File: config.mk
export PLATFORM = sky130hd
export DESIGN_NAME = consmax_row_packer
export DESIGN_NICKNAME = d
export VERILOG_FILES = /design/src/rtl/consmax_pkg.sv /design/src/rtl/consmax_row_bank.sv /design/src/rtl/consmax_row_packer.sv
export SDC_FILE = /design/constraint.sdc
export NUM_CORES = 1
export LEC_CHECK = 0
export CAP_MARGIN = 20
export CORE_ASPECT_RATIO = 1.4
export CORE_MARGIN = 10
export CORE_UTILIZATION = 51
export DETAILED_ROUTE_END_ITERATION = 10
export GPL_ROUTABILITY_DRIVEN = 0
export PLACE_DENSITY = 0.81
export SETUP_SLACK_MARGIN = 0.3
export SYNTH_ARGS = -nofsm -noshare
export SYNTH_HDL_FRONTEND = slang
export SYNTH_HIERARCHICAL = 1
export SYNTH_SLANG_ARGS = --single-unit
export TNS_END_PERCENT = 20
File: constraint.sdc
create_clock -name clk -period 3.2 [get_ports clk]
set_clock_uncertainty 0.2 [all_clocks]
set_input_delay 0.32 -clock clk [delete_from_list [all_inputs] [get_ports clk]]
set_output_delay 0.32 -clock clk [all_outputs]
set_load 0.1 [all_outputs]
File: src/rtl/consmax_pkg.sv
// Shared sizing defaults and lane-slice helper for the ConSmax row packer.
package consmax_pkg;

  localparam int IDATA_BIT_DEF = 8;
  localparam int ROW_LEN_DEF   = 8;
  localparam int CNT_BIT_DEF   = $clog2(ROW_LEN_DEF + 1);

  // Bit offset of lane k inside a packed row of w-bit elements.
  function automatic int lane_lsb(input int k, input int w);
    return k * w;
  endfunction

endpackage

File: src/rtl/consmax_row_bank.sv
// One row buffer: element lanes, full flag and row length.
// Latency: write/close visible after the clock edge; clear takes effect at the edge.
// Backpressure: none; the owner must not write a full bank.
module consmax_row_bank
  import consmax_pkg::*;
#(
  parameter int IDATA_BIT = IDATA_BIT_DEF,
  parameter int ROW_LEN   = ROW_LEN_DEF,
  parameter int CNT_BIT   = $clog2(ROW_LEN + 1)
) (
  input  logic                         clk,
  input  logic                         rst,
  input  logic                         wr_en,
  input  logic [CNT_BIT-1:0]           wr_lane,
  input  logic [IDATA_BIT-1:0]         wr_data,
  input  logic                         close,
  input  logic [CNT_BIT-1:0]           close_len,
  input  logic                         clr,
  output logic [ROW_LEN*IDATA_BIT-1:0] row,
  output logic [CNT_BIT-1:0]           len,
  output logic                         full
);

  logic [IDATA_BIT-1:0] lane_q [ROW_LEN];

  // Lanes are zeroed on clear so a later partial row leaves its tail at 0.
  always_ff @(posedge clk) begin
    if (rst || clr) begin
      for (int k = 0; k < ROW_LEN; k++) lane_q[k] <= '0;
      full <= 1'b0;
      len  <= '0;
    end else begin
      for (int k = 0; k < ROW_LEN; k++) begin
        if (wr_en && (wr_lane == CNT_BIT'(k))) lane_q[k] <= wr_data;
      end
      if (close) begin
        full <= 1'b1;
        len  <= close_len;
      end
    end
  end

  for (genvar k = 0; k < ROW_LEN; k++) begin : g_lane
    assign row[lane_lsb(k, IDATA_BIT) +: IDATA_BIT] = lane_q[k];
  end

endmodule

File: src/rtl/consmax_row_packer.sv
// Packs the serial ConSmax score stream into row-wide beats via two ping-pong banks.
// Latency: beat valid the cycle after the closing element (or flush) is written.
// Backpressure: input has none; elements arriving with no free bank are dropped and flagged.
module consmax_row_packer
  import consmax_pkg::*;
#(
  parameter int IDATA_BIT = IDATA_BIT_DEF,
  parameter int ROW_LEN   = ROW_LEN_DEF,
  parameter int CNT_BIT   = $clog2(ROW_LEN + 1)
) (
  input  logic                         clk,
  input  logic                         rst,
  input  logic [CNT_BIT-1:0]           cfg_row_len,
  input  logic [IDATA_BIT-1:0]         idata,
  input  logic                         idata_valid,
  input  logic                         flush,
  output logic [ROW_LEN*IDATA_BIT-1:0] odata,
  output logic [CNT_BIT-1:0]           odata_len,
  output logic                         odata_valid,
  input  logic                         odata_ready,
  output logic                         overflow,
  input  logic                         ovf_clr
);

  localparam logic [CNT_BIT-1:0] ROW_LEN_C = CNT_BIT'(ROW_LEN);

  logic                         wr_sel, rd_sel;
  logic [CNT_BIT-1:0]           wr_idx, row_len_q;
  logic [CNT_BIT-1:0]           eff_len, cur_len, close_len, wr_idx_inc;
  logic                         sel_full, wr_ok, drop, close_wr, close_fl, close_any, accept;
  logic [1:0]                   bank_full;
  logic [ROW_LEN*IDATA_BIT-1:0] bank_row [2];
  logic [CNT_BIT-1:0]           bank_len [2];

  assign eff_len    = ((cfg_row_len == '0) || (cfg_row_len > ROW_LEN_C)) ? ROW_LEN_C : cfg_row_len;
  // The first element of a row uses the live config; later ones use the latched length.
  assign cur_len    = (wr_idx == '0) ? eff_len : row_len_q;
  assign wr_idx_inc = wr_idx + CNT_BIT'(1);

  assign sel_full  = bank_full[wr_sel];
  assign wr_ok     = idata_valid && !sel_full;
  assign drop      = idata_valid && sel_full;
  assign close_wr  = wr_ok && ((wr_idx_inc == cur_len) || flush);
  assign close_fl  = !idata_valid && flush && (wr_idx != '0);
  assign close_any = close_wr || close_fl;
  assign close_len = close_wr ? wr_idx_inc : wr_idx;

  assign odata_valid = bank_full[rd_sel];
  assign odata       = bank_row[rd_sel];
  assign odata_len   = bank_len[rd_sel];
  assign accept      = odata_valid && odata_ready;

  for (genvar i = 0; i < 2; i++) begin : g_bank
    consmax_row_bank #(
      .IDATA_BIT (IDATA_BIT),
      .ROW_LEN   (ROW_LEN),
      .CNT_BIT   (CNT_BIT)
    ) u_bank (
      .clk       (clk),
      .rst       (rst),
      .wr_en     (wr_ok && (wr_sel == 1'(i))),
      .wr_lane   (wr_idx),
      .wr_data   (idata),
      .close     (close_any && (wr_sel == 1'(i))),
      .close_len (close_len),
      .clr       (accept && (rd_sel == 1'(i))),
      .row       (bank_row[i]),
      .len       (bank_len[i]),
      .full      (bank_full[i])
    );
  end

  always_ff @(posedge clk) begin
    if (rst) begin
      wr_sel    <= 1'b0;
      rd_sel    <= 1'b0;
      wr_idx    <= '0;
      row_len_q <= ROW_LEN_C;
      overflow  <= 1'b0;
    end else begin
      if (wr_ok && (wr_idx == '0)) row_len_q <= eff_len;
      if (close_any) begin
        wr_sel <= ~wr_sel;
        wr_idx <= '0;
      end else if (wr_ok) begin
        wr_idx <= wr_idx_inc;
      end
      if (accept) rd_sel <= ~rd_sel;
      if (drop) overflow <= 1'b1;
      else if (ovf_clr) overflow <= 1'b0;
    end
  end

endmodule

==> run_results.csv <==
group,metric,value,unit
run_status,status,"complete, no violations",
worst_hold_path,hold_end,"overflow$_SDFFE_PP0P_",
logic_synthesis,ys.flop_type,"edfxtp_1",
power,p_sw_frac,0.329,
power,p_leak,3.27,nW
sta,hold_viol,0,
sta,rsz0062_at_grt,"yes",
routing,avgViaCountPerCell,5.76,
logic_synthesis,syn_avg_cell_area,13.7,µm²
worst_setup_path,endpoint_kind,"flip-flop",
power,pwr-share-clk,0.356,
worst_setup_path,reg2regPathDepth,10,
power,power.switching,1.91,mW
cts,clockBufferDepth,2,
routing,drt_wl_total,17.6,mm
logic_synthesis,ys_types,45,
routing,firstDrtPassIters,5,
cts,tritoncts,"yes",
sta,worst_slack,0.372,ns
logic_synthesis,synthCells,537,
cts,clk_pin_slew,0.07,ns
global_route,grt_pass1_wl,27.5,mm
global_route,antenna_found_initial,0,
worst_setup_path,timing.rr.start,"wr_idx[1]$_SDFFE_PP0P_",
cells_and_area,fin_nets,645,
power,peakVddDrop,0.000436,V
cts,cts_root_buffer,"clkbuf_16",
sta,fmax,354,MHz
sta,final.min_clock_period,2.83,ns
logic_synthesis,synth_area_leaders,"edfxtp_1 52%, mux2_2 11%, nor3_2 8.7%",
cells_and_area,instances_no_fill,823,
sta,finalCritPeriodShare,0.884,
logic_synthesis,synth_fp_nets,557,
cts,numCtsBuffers,17,
worst_setup_path,path_max_fanout,5,
cts,cts_hold_buffers,0,
floorplan,fp-row-count,51,
global_route,overflow,0,
floorplan,core_area,0.0140,mm²
cts,cts.sink_count,149,
power,combPwrFrac,0.252,
floorplan,start_util,0.522,
logic_synthesis,netlist.area_leader.share,0.524,
power,p_int,3.90,mW
placement,portBuffers,87,
routing,detailedRoute.firstIterationViolations,319,
global_route,grt_start_max_net_pins,70,
routing,ant_nets,0,
sta,setup_violations,0,
placement,dp_hpwl,12.0,mm
logic_synthesis,synth_top_area_cell,"edfxtp_1",
cts,htree_levels,4,
power,total_power,5.81,mW
cells_and_area,drive_above_1_share,0.456,
power,pwr-share-seq,0.392,
sta,setup_tns,0,ns
routing,via_count,4741,
logic_synthesis,synth_edf_count,128,
placement,place_ws,0.110,ns
worst_setup_path,startpoint_type,"flip-flop",
worst_hold_path,min_from,"overflow$_SDFFE_PP0P_",
logic_synthesis,syn-cell-area,0.00733,mm²
worst_setup_path,r2r_setup_slack,0.37,ns
worst_setup_path,reg2reg_to,"g_bank[0].u_bank/len[1]$_SDFFE_PP0P_",
sta,slew_headroom,0.576,
job,drv_cap,0,
placement,dpl.cell_count,782,
logic_synthesis,yosysWarningCount,6,
worst_setup_path,critical_path_class,"flip-flop to flip-flop",
worst_setup_path,critPathRequiredTime,3.30,ns
cts,worstSkewPairLatency,0.42,ns
global_route,grtUsageTotal,0.182,
global_route,grt_pass1_vias,4910,
floorplan,ioPinCount,88,
worst_hold_path,min_path_cells,2,
cells_and_area,area_growth,20.8,%
floorplan,die_area,0.0196,mm²
routing,drc,0,
logic_synthesis,synth_seq_cells,149,
power,cellPowerDensity,656,mW/mm²
routing,wl_per_cell,21.4,µm
worst_setup_path,cp.arrival,2.92,ns
logic_synthesis,synth.top_cells.by_count,"128 x edfxtp_1, 69 x mux2_2, 64 x nor3_2",
floorplan,die_x,121,µm
logic_synthesis,yosysMostFrequentCell,"edfxtp_1",
floorplan,die_h,162,µm
logic_synthesis,async_reset_ff_frac,0,
sta,maxSlewViolCount,0,
worst_hold_path,hold_path_class,"flip-flop to flip-flop",
logic_synthesis,synth-seq-area-share,0.582,
cells_and_area,num_antenna_cells,0,
sta,worst_slew_pin_slew,0.636,ns
[per-layer routing]
metal / part of all wire / vias to the layer above / track usage / wire length [µm]
met5: 0 / - / 0 / 0
met1: 0.38 / 2336 / 0.208 / 6620
li1: - / 2153 / - / -
met3: 0.067 / 47 / 0.0444 / 1180
met2: 0.52 / 205 / 0.309 / 9220
met4: 0.034 / 0 / 0.0886 / 603
[cell type report]
| type | instances | area [µm²] |
|---|---|---|
| clock buffers | 27 | 601 |
| well taps | 185 | 231 |
| inverters | 19 | 73.8 |
| flip-flops and latches | 149 | 4270 |
| multi-input cells | 312 | 2630 |
| fillers | 1030 | 5180 |
| repair buffers | 126 | 1000 |
| clock inverters | 5 | 38.8 |
[kinds of logic (layout without fill, tap and decap cells)]
logic type,count (synthesis),count (layout),synth area share
simple gates,184,184,0.184
fa+ha+maj,2,2,0.00341
xor+xnor,9,9,0.0128
compound gates,37,37,0.0343
flops,149,149,0.582
buf+inv,76,177,0.0620
mux,80,80,0.122
[critical path, cell delays in order (launching register included)]
cell	delay (ns)
dfxtp_4	0.35
inv_2	0.04
ha_4	0.24
or4b_1	0.46
o22a_1	0.24
a211oi_4	0.30
o32ai_4	0.18
nor2_4	0.16
mux2_4	0.33
mux2i_1	0.15
nor3_1	0.06
[metrics by stage]
stage / hold WS [ns] / util / area (µm²)
after global placement: 0.259 / 0.579 / 8130
after detailed placement: 0.274 / 0.579 / 8130
after CTS: 0.290 / 0.627 / 8800
after floorplan: 0.267 / - / 7350
final: 0.286 / 0.631 / 8850
after global routing: 0.320 / 0.631 / 8850
[power groups by stage]
stage	clock network, mW	registers (mW)	logic (mW)
6_report	2.07	2.28	1.47
5_1_grt	2.17	2.29	1.52
4_1_cts	2.08	2.28	1.45
3_5_place_dp	0	2.33	1.43
3_3_place_gp	0	2.32	1.41
2_1_floorplan	0	2.31	1.15
[sequential cells by signal, indices dropped and copies added, names as in the netlist]
register / cells
g_bank.u_bank/full: 2
rd_sel: 1
wr_idx: 4
row_len_q: 4
overflow: 1
g_bank.u_bank/len: 8
g_bank.u_bank/lane_q: 128
wr_sel: 1
[worst max path at each step]
stage                                      start  cells past startpoint  slack [ns]                              endpoint
after floorplan           wr_idx[0]$_SDFFE_PP0P_                     11        0.30  g_bank[0].u_bank/len[1]$_SDFFE_PP0P_
after detailed placement          cfg_row_len[0]                      9        0.11  g_bank[0].u_bank/len[1]$_SDFFE_PP0P_
after global routing      wr_idx[1]$_SDFFE_PP0P_                     10        0.28  g_bank[1].u_bank/len[1]$_SDFFE_PP0P_
final                     wr_idx[1]$_SDFFE_PP0P_                     10        0.37  g_bank[0].u_bank/len[1]$_SDFFE_PP0P_
after CTS                 wr_idx[0]$_SDFFE_PP0P_                     10        0.33  g_bank[0].u_bank/len[1]$_SDFFE_PP0P_
after global placement            cfg_row_len[0]                      8        0.21  g_bank[1].u_bank/len[0]$_SDFFE_PP0P_
[cells in the final DEF, fill, tap and decap left out, types with 2 or more instances in the layout]
cell type,count
buf_4,108
and3b_1,2
inv_1,17
xnor2_1,3
dfxtp_2,2
o21ai_0,18
xor2_1,4
nand2_1,8
mux2_2,69
mux2i_1,10
o21a_1,4
nor2_1,12
inv_6,3
a21oi_1,7
nor3b_1,3
inv_4,3
nor3_1,50
nand3_1,5
nand2b_1,6
clkbuf_16,22
clkdlybuf4s50_1,17
nor2b_1,3
nor3_2,64
clkbuf_8,2
nand3b_1,3
clkbuf_4,3
edfxtp_1,128
or3b_1,18
dfxtp_4,2
dfxtp_1,17
or2_1,2
[timing repair]
item	CTS	global route
hold endpoints to repair	0	0
setup buffers	4	5
pin swaps	2	7
gates resized for setup	2	4
gates cloned	0	0
endpoints found under the setup margin	8	8
(Power assumes the default switching activity.)
